File: config.mk
export PLATFORM = sky130hd
export DESIGN_NAME = pong_vga_renderer
export DESIGN_NICKNAME = d
export VERILOG_FILES = /design/src/rtl/pong_vga_renderer.sv
export SDC_FILE = /design/constraint.sdc
export NUM_CORES = 1
export LEC_CHECK = 0
export ABC_CLOCK_PERIOD_IN_PS = 4800
export CAP_MARGIN = 40
export CORE_ASPECT_RATIO = 1.25
export CORE_MARGIN = 2
export CORE_UTILIZATION = 40
export DETAILED_ROUTE_END_ITERATION = 12
export REMOVE_ABC_BUFFERS = 1
export SYNTH_ARGS = -nofsm -noshare
export SYNTH_HDL_FRONTEND = slang
export SYNTH_SLANG_ARGS = --single-unit
File: constraint.sdc
create_clock -name clk -period 4.8 [get_ports clk]
set_input_delay 0.72 -clock clk [delete_from_list [all_inputs] [get_ports clk]]
set_output_delay 0.72 -clock clk [all_outputs]
set_load 0.02 [all_outputs]
File: src/rtl/pong_vga_renderer.sv
// pong_vga_renderer
//   Turns ball/paddle positions (field cells) into VGA-style raster timing
//   and a 1-bit monochrome pixel stream. Each field cell is a 2x2 pixel
//   block placed at (FIELD_X0, FIELD_Y0). A once-per-frame tick is issued
//   at the start of vertical blank and the positions are snapshotted on
//   that tick, so every displayed frame uses one consistent set of values.
// Ports:
//   clk, rst                 pixel clock, synchronous active-high reset
//   ball_x, ball_y           ball position, cells
//   left_paddle_y            left paddle centre row, cells
//   right_paddle_y           right paddle centre row, cells
//   state_valid              positions may be captured at the tick
//   frame_tick               one-cycle pulse per frame (game update strobe)
//   hsync, vsync             active-low syncs
//   display_en               visible area
//   pixel                    1 = lit
// All outputs are registered: they reflect the counters of the previous cycle.
module pong_vga_renderer #(
  parameter int H_ACTIVE      = 640,
  parameter int H_FP          = 16,
  parameter int H_SYNC        = 96,
  parameter int H_BP          = 48,
  parameter int V_ACTIVE      = 480,
  parameter int V_FP          = 10,
  parameter int V_SYNC        = 2,
  parameter int V_BP          = 33,
  parameter int FIELD_X0      = 120,
  parameter int FIELD_Y0      = 53,
  parameter int SCREEN_WIDTH  = 200,
  parameter int SCREEN_HEIGHT = 187,
  parameter int PADDLE_EXTENT = 5
) (
  input  logic       clk,
  input  logic       rst,
  input  logic [7:0] ball_x,
  input  logic [7:0] ball_y,
  input  logic [7:0] left_paddle_y,
  input  logic [7:0] right_paddle_y,
  input  logic       state_valid,
  output logic       frame_tick,
  output logic       hsync,
  output logic       vsync,
  output logic       display_en,
  output logic       pixel
);

  localparam logic [9:0] H_LAST   = 10'(H_ACTIVE + H_FP + H_SYNC + H_BP - 1);
  localparam logic [9:0] V_LAST   = 10'(V_ACTIVE + V_FP + V_SYNC + V_BP - 1);
  localparam logic [9:0] H_VIS    = 10'(H_ACTIVE);
  localparam logic [9:0] V_VIS    = 10'(V_ACTIVE);
  localparam logic [9:0] HS_START = 10'(H_ACTIVE + H_FP);
  localparam logic [9:0] HS_END   = 10'(H_ACTIVE + H_FP + H_SYNC);
  localparam logic [9:0] VS_START = 10'(V_ACTIVE + V_FP);
  localparam logic [9:0] VS_END   = 10'(V_ACTIVE + V_FP + V_SYNC);
  localparam logic [9:0] FX_START = 10'(FIELD_X0);
  localparam logic [9:0] FX_END   = 10'(FIELD_X0 + 2 * SCREEN_WIDTH);
  localparam logic [9:0] FY_START = 10'(FIELD_Y0);
  localparam logic [9:0] FY_END   = 10'(FIELD_Y0 + 2 * SCREEN_HEIGHT);
  localparam logic [7:0] COL_LIMIT = 8'(SCREEN_WIDTH);
  localparam logic [7:0] ROW_LIMIT = 8'(SCREEN_HEIGHT);
  localparam logic [7:0] LEFT_COL  = 8'd1;
  localparam logic [7:0] RIGHT_COL = 8'(SCREEN_WIDTH - 2);
  localparam logic [7:0] NET_COL   = 8'(SCREEN_WIDTH / 2);
  localparam logic signed [8:0] EXT = 9'(PADDLE_EXTENT);

  // Row test done in 9-bit signed so a paddle near row 0 never wraps to 255.
  function automatic logic paddle_hit(input logic [7:0] row, input logic [7:0] centre);
    logic signed [8:0] diff;
    diff = $signed({1'b0, row}) - $signed({1'b0, centre});
    return (diff <= EXT) && (diff >= -EXT);
  endfunction

  logic [9:0] h;
  logic [9:0] v;

  logic [7:0] shadow_ball_x;
  logic [7:0] shadow_ball_y;
  logic [7:0] shadow_left_y;
  logic [7:0] shadow_right_y;

  logic       tick_p0;
  logic       hsync_p0;
  logic       vsync_p0;
  logic       display_p0;
  logic       in_field_p0;
  logic [7:0] fx_p0;
  logic [7:0] fy_p0;
  logic       ball_hit_p0;
  logic       lit_p0;

  // Raster counters
  always_ff @(posedge clk) begin
    if (rst) begin
      h <= '0;
      v <= '0;
    end else if (h == H_LAST) begin
      h <= '0;
      v <= (v == V_LAST) ? '0 : v + 10'd1;
    end else begin
      h <= h + 10'd1;
    end
  end

  // Stage p0: decode from current counters
  always_comb begin
    tick_p0     = (h == '0) && (v == V_VIS);
    hsync_p0    = !((h >= HS_START) && (h < HS_END));
    vsync_p0    = !((v >= VS_START) && (v < VS_END));
    display_p0  = (h < H_VIS) && (v < V_VIS);
    in_field_p0 = (h >= FX_START) && (h < FX_END) && (v >= FY_START) && (v < FY_END);
    fx_p0       = 8'((h - FX_START) >> 1);
    fy_p0       = 8'((v - FY_START) >> 1);
    ball_hit_p0 = (shadow_ball_x < COL_LIMIT) && (shadow_ball_y < ROW_LIMIT) &&
                  (fx_p0 == shadow_ball_x) && (fy_p0 == shadow_ball_y);
    lit_p0      = ball_hit_p0 ||
                  ((fx_p0 == LEFT_COL)  && paddle_hit(fy_p0, shadow_left_y))  ||
                  ((fx_p0 == RIGHT_COL) && paddle_hit(fy_p0, shadow_right_y)) ||
                  ((fx_p0 == NET_COL)   && !fy_p0[2]);
  end

  // Position snapshot, taken only on the frame tick
  always_ff @(posedge clk) begin
    if (rst) begin
      shadow_ball_x  <= '0;
      shadow_ball_y  <= '0;
      shadow_left_y  <= '0;
      shadow_right_y <= '0;
    end else if (tick_p0 && state_valid) begin
      shadow_ball_x  <= ball_x;
      shadow_ball_y  <= ball_y;
      shadow_left_y  <= left_paddle_y;
      shadow_right_y <= right_paddle_y;
    end
  end

  // Stage p1: registered outputs
  always_ff @(posedge clk) begin
    if (rst) begin
      frame_tick <= 1'b0;
      hsync      <= 1'b1;
      vsync      <= 1'b1;
      display_en <= 1'b0;
      pixel      <= 1'b0;
    end else begin
      frame_tick <= tick_p0;
      hsync      <= hsync_p0;
      vsync      <= vsync_p0;
      display_en <= display_p0;
      pixel      <= display_p0 && in_field_p0 && lit_p0;
    end
  end

endmodule

[Word-level counts from Yosys, hierarchy flattened]
Cells that the tools add are included.
Storage, ports and cells
  register bits after elaboration: 57
  input bits: 35
  output and inout bits: 5
  word-level logic and storage cells: 68
Operators by class
  $add $sub $neg: 6
  $lt $le $gt $ge: 16
  equal/unequal tests: 8
  multiplexer cells: 1
  reductions and logical operators: 26
Operators with widths (count)
  10-bit less-than comparator, second input constant: 3
  10-bit by 9-bit less-than comparator with 1-bit output, second input constant: 3
  10-bit by 1-bit adder with 10-bit output, second input constant: 2
  10-bit == test, second input constant: 2
  9-bit by 4-bit >= comparator with 1-bit output, second input constant: 2
  9-bit by 4-bit <= comparator with 1-bit output, second input constant: 2
  1-bit logical AND: 18
  8-bit by 8-bit subtractor with 9-bit output: 2
  8-bit == test: 2
  8-bit less-than comparator, second input constant: 2
  10-bit by 9-bit == test with 1-bit output, second input constant: 1
  10-bit >= comparator, second input constant: 1
  10-bit by 6-bit >= comparator with 1-bit output, second input constant: 1
  10-bit by 7-bit >= comparator with 1-bit output, second input constant: 1
  10-bit by 9-bit >= comparator with 1-bit output, second input constant: 1
  10-bit logical NOT: 1
  10-bit two-way mux: 1
  9-bit by 6-bit subtractor with 9-bit output, second input constant: 1
  9-bit by 7-bit subtractor with 9-bit output, second input constant: 1
  8-bit by 1-bit == test with 1-bit output, second input constant: 1
  8-bit by 7-bit == test with 1-bit output, second input constant: 1
  8-bit == test, second input constant: 1
  1-bit logical NOT: 3
  1-bit logical OR: 3
  2-bit OR reduction: 1

[Depth between registers and ports, before layout]
  depth in word-level cells: 9
  gate-level depth with buffers: 14
  depth with buffers taken out: 14

[Worst setup path before layout]
Ideal clock, no wire load.
  kind: reg2reg
  from: register v[0]
  to: register pixel
  setup time: 0.074 ns
  data arrival time: 2.815 ns
  required time: 4.726 ns
  path slack: 1.911 ns
  stages on the path, launching flop included: 13
  path buffers: 0
  period minus slack after synthesis: 2.889 ns
  cells stage by stage: dfxtp_1 > inv_1 > ha_1 > xnor2_1 > ha_1 > nor2b_1 > o2111ai_1 > nand3b_1 > xor2_1 > a2111oi_0 > and3_1 > o21ai_1 > a31oi_1
On the way
  cells in the longest elaborated chain, start to end: 9
  elaborated cells between the ends (all ways): 26
  classes of those cells: 3 x add/sub; 7 x order compare; 1 x eq/ne; 15 x reduce/logical
Ends and longest elaborated chain
  from (decl): RTL line 74  | logic [9:0] v;
  from (signal assigned): RTL line 98  | v <= (v == V_LAST) ? '0 : v + 10'd1;
  9-bit by 6-bit subtractor with 9-bit output: RTL line 112  | fy_p0 = 8'((v - FY_START) >> 1);
  8-bit by 8-bit subtractor with 9-bit output: RTL line 69  | diff = $signed({1'b0, row}) - $signed({1'b0, centre});
  9-bit by 4-bit <= comparator with 1-bit output / 9-bit by 4-bit >= comparator with 1-bit output (equally long branches): RTL line 70  | return (diff <= EXT) && (diff >= -EXT);
  1-bit logical AND: RTL line 70
  1-bit logical AND: RTL line 116  | ((fx_p0 == LEFT_COL) && paddle_hit(fy_p0, shadow_left_y)) ||
  1-bit logical OR: RTL line 115  | lit_p0 = ball_hit_p0 ||
  1-bit logical OR: RTL line 116
  1-bit logical OR: RTL line 117  | ((fx_p0 == RIGHT_COL) && paddle_hit(fy_p0, shadow_right_y)) ||
  1-bit logical AND (*): RTL line 149  | pixel <= display_p0 && in_field_p0 && lit_p0;
  to (signal assigned): RTL line 149
  to (decl): RTL line 44  | output logic pixel
Every way passes the cells marked *; elsewhere a longest branch is shown, timed or not.
A chain may end at the register's enable or synchronous reset.

[Worst setup path after layout]
  from: register v[1]
  to: register pixel
The elaborated chain is that of the path after synthesis.

==> key figures <==
STA
  • Final min period: 3.34 ns
  • Period utilization: 69.6%
  • # setup viols final: 0
  • Fmax: 299 MHz
  • Final setup margin: 1.46 ns
  • Setup TNS: 0 ns
  • Endpoints failing hold: 0
  • Final Skew: 0.00716 ns
  • RSZ-0062 raised after global routing: no
  • Worst slew margin: 55.3%
  • Slew @ Worst Pin: 0.666 ns
  • Slew Limit Fails: 0
  • Final hold slack: 0.454 ns

Detailed routing
  • WL/cell: 14.5 um
  • Starting DRC count in detailed routing: 136
  • Avg Vias per Cell: 5.25
  • Final ANT Viol Nets: 0
  • WL final: 9530 um
  • Post-route DRC: 0
  • Pre-antenna DRT Iters: 5
  • Detailed-route via count: 3,443

Setup path
  • Cell count of the worst reg-to-reg path: 14
  • Element type at the critical path end: flip-flop
  • Worst R2R Setup Slack: 1.46 ns
  • Crit path DAT: 3.61 ns
  • Crit path max-delay family: compound AO/OA/AOI/OAI gates
  • Worst EP required: 5.07 ns
  • Reg-to-Reg Start: v[1]$_SDFFE_PP0P_
  • Critical setup path kind: flip-flop to flip-flop
  • Critical path's slowest cell: dfxtp_1
  • Slowest cell delay on critical path: 0.45 ns
  • Buffers & Inverters on Critical Path: 2
  • CP Depth: 14
  • Crit-path max FO: 8
  • Startpoint Class: flip-flop
  • Critical-path cell list: inv_1, ha_1, nor2b_1, nor2_1, xnor2_1, ha_1, inv_1, o21ai_0, a21oi_1, xnor2_1, a2111oi_0, and3_1, o21ai_1, a31oi_1
  • R2r endpoint: pixel$_SDFF_PP0_

Cells and area
  • Finished Cell Area: 4570 um^2
  • Share of cells above drive strength 1: 5.28%
  • ANT cells: 0
  • Post-synthesis to final-layout area growth: 18.4%
  • Nets: 588
  • Finished Core Util: 48.1%

Place
  • Dpl cell area: 4280 um^2
  • I/O Buffers: 39
  • Gpl congestion: 0.853
  • Detail Placement HPWL: 7050 um
  • Pre-CTS WS: 1.45 ns

Floorplan
  • Placeable Area: 9510 um^2
  • Die area: 10,500 um^2
  • Die H: 114 um
  • Number of core rows: 40
  • Die width: 91.9 um
  • Io pins: 40
  • Starting Density: 40.6%

Synthesis
  • Area share of the leading cell type in the synthesized netlist: 29.5%
  • Async SR Flop Fraction: 0%
  • Yosys reg bits: 57
  • Top post-synthesis cells by area: dfxtp_1 (30%), nand2_1 (8.9%), ha_1 (8.4%)
  • Cell taking the most area after synthesis: dfxtp_1
  • Top FF cell, synth: dfxtp_1
  • Number of flops mapped to enable cells by yosys: 0
  • Post-Syn Area: 3860 um^2
  • Synth Area per Inst: 7.74 um^2
  • Ys Warns: 0
  • Seq/Total Area, Yosys: 29.5%
  • Synth Instances: 499
  • Most common cell in the netlist: nand2_1
  • Number of distinct library cells after synthesis: 62
  • Post-synth top cells: nand2_1 (92), dfxtp_1 (57), a21oi_1 (48)

Clock network
  • Clock root cell: clkbuf_16
  • Worst-Skew Late Latency: 0.34 ns
  • H-tree levels: 3
  • Clk slew on worst S/H paths: 0.05 ns
  • Postcts setup bufs: 0
  • CTS tree: done
  • # hold bufs at CTS: 0
  • Post-CTS resize count: 0
  • Sink Count: 57
  • Num CTS Buffers: 9
  • Maximum buffer depth of the clock tree: 2

Global route
  • First-pass GRT wire length: 15,700 um
  • Largest net degree at the start of global routing: 33
  • Antenna violations before repair: 0
  • Overall global routing resource usage: 19.2%
  • Number of global-route vias before repair: 3,256
  • Grt ovf: 0

Min path
  • WHS Path Cells: 2
  • Worst Hold End: shadow_left_y[6]$_SDFFE_PP0P_
  • Hold Path Class: flip-flop to flip-flop
  • Hold path start: shadow_left_y[6]$_SDFFE_PP0P_

Flow run
  • Maxcap violations: 0

Power
  • Static Leak: 1.65 nW
  • PwrDens: 254 nW/um^2
  • Max VDD drop: 0.160 mV

Outcome
  • Status: finished clean
==> layout make-up <==
| type | count | area, um^2 |
|---|---|---|
| clock buffer | 13 | 250 |
| clock inverter | 3 | 40.0 |
| fill | 970 | 4940 |
| inverter | 30 | 113 |
| multi-input combinational | 385 | 2460 |
| sequential | 57 | 1140 |
| tap | 126 | 158 |
| timing repair buffer | 42 | 413 |
==> power by group <==
| group | switching (W) | leakage, nW | internal [W] |
|---|---|---|---|
| registers | 0.00000529 | 0.460 | 0.000477 |
| logic | 0.0000179 | 1.05 | 0.0000309 |
| clock network | 0.000217 | 0.144 | 0.000413 |
| total | 0.000240 | 1.65 | 0.000921 |
==> logic make-up (layout without fill, tap and decap cells) <==
| group | count (synthesis) | after routing | share of synthesized area [%] |
|---|---|---|---|
| DFF | 57 | 57 | 29.5 |
| AOI/OAI and AO/OA | 102 | 102 | 16.3 |
| and+or+nand+nor | 203 | 203 | 26.0 |
| xor gates and xnor gates | 48 | 48 | 10.9 |
| buffers and inverters | 57 | 88 | 6.80 |
| muxes | 4 | 4 | 1.07 |
| adders and majority gates | 28 | 28 | 9.46 |
==> metrics by stage <==
step           std cells  total power (W)
6_report             656          0.00116
5_1_grt              656          0.00120
4_1_cts              656          0.00117
3_5_place_dp         640         0.000540
3_3_place_gp         640         0.000540
2_1_floorplan        472         0.000501
==> flip-flops by register name (all words and copies together), names as in the netlist <==
signal,count
h,10
v,10
shadow_ball_x,8
shadow_ball_y,8
shadow_left_y,8
shadow_right_y,8
display_en,1
frame_tick,1
hsync,1
pixel,1
vsync,1
==> how the worst max path moves through the flow <==
stage                            from          endpoint  slack [ns]
floorplan           v[0]$_SDFFE_PP0P_  pixel$_SDFF_PP0_        1.91
global placement    v[0]$_SDFFE_PP0P_  pixel$_SDFF_PP0_        1.58
detailed placement  v[0]$_SDFFE_PP0P_  pixel$_SDFF_PP0_        1.45
CTS                 v[1]$_SDFFE_PP0P_  pixel$_SDFF_PP0_        1.42
global route        v[1]$_SDFFE_PP0P_  pixel$_SDFF_PP0_        1.11
finish              v[1]$_SDFFE_PP0P_  pixel$_SDFF_PP0_        1.46
==> layout by cell type, fill, tap and decap left out, types with 4 or more instances in the layout <==
cell             count
nand2b_1             5
nor4_1               8
nand3b_1             4
nand2_1             92
and3_1               4
a21oi_1             48
nand4_1              7
o21a_1               4
ha_1                26
nor2_1              33
dfxtp_1             57
xor2_1              22
clkbuf_16            9
o21ai_0             15
nand3_1             17
inv_1               29
clkdlybuf4s50_1     39
xnor2_1             26
a21o_1               4
nor2b_1              6
nor3_1               8
==> worst reg2reg max path: stages, from the launching register on <==
cell       delay, ns
dfxtp_1         0.45
inv_1           0.16
ha_1            0.25
nor2b_1         0.19
nor2_1          0.07
xnor2_1         0.40
ha_1            0.40
inv_1           0.19
o21ai_0         0.12
a21oi_1         0.20
xnor2_1         0.10
a2111oi_0       0.31
and3_1          0.20
o21ai_1         0.06
a31oi_1         0.16
==> layer usage <==
metal	share of wire (%)	global-route usage [%]	wire length (um)
met1	43	21.6	4140
met2	51	33.8	4840
met3	3.0	4.36	284
met4	2.8	9.95	265
met5	0	0	0
Power figures use the tool's default switching activity.
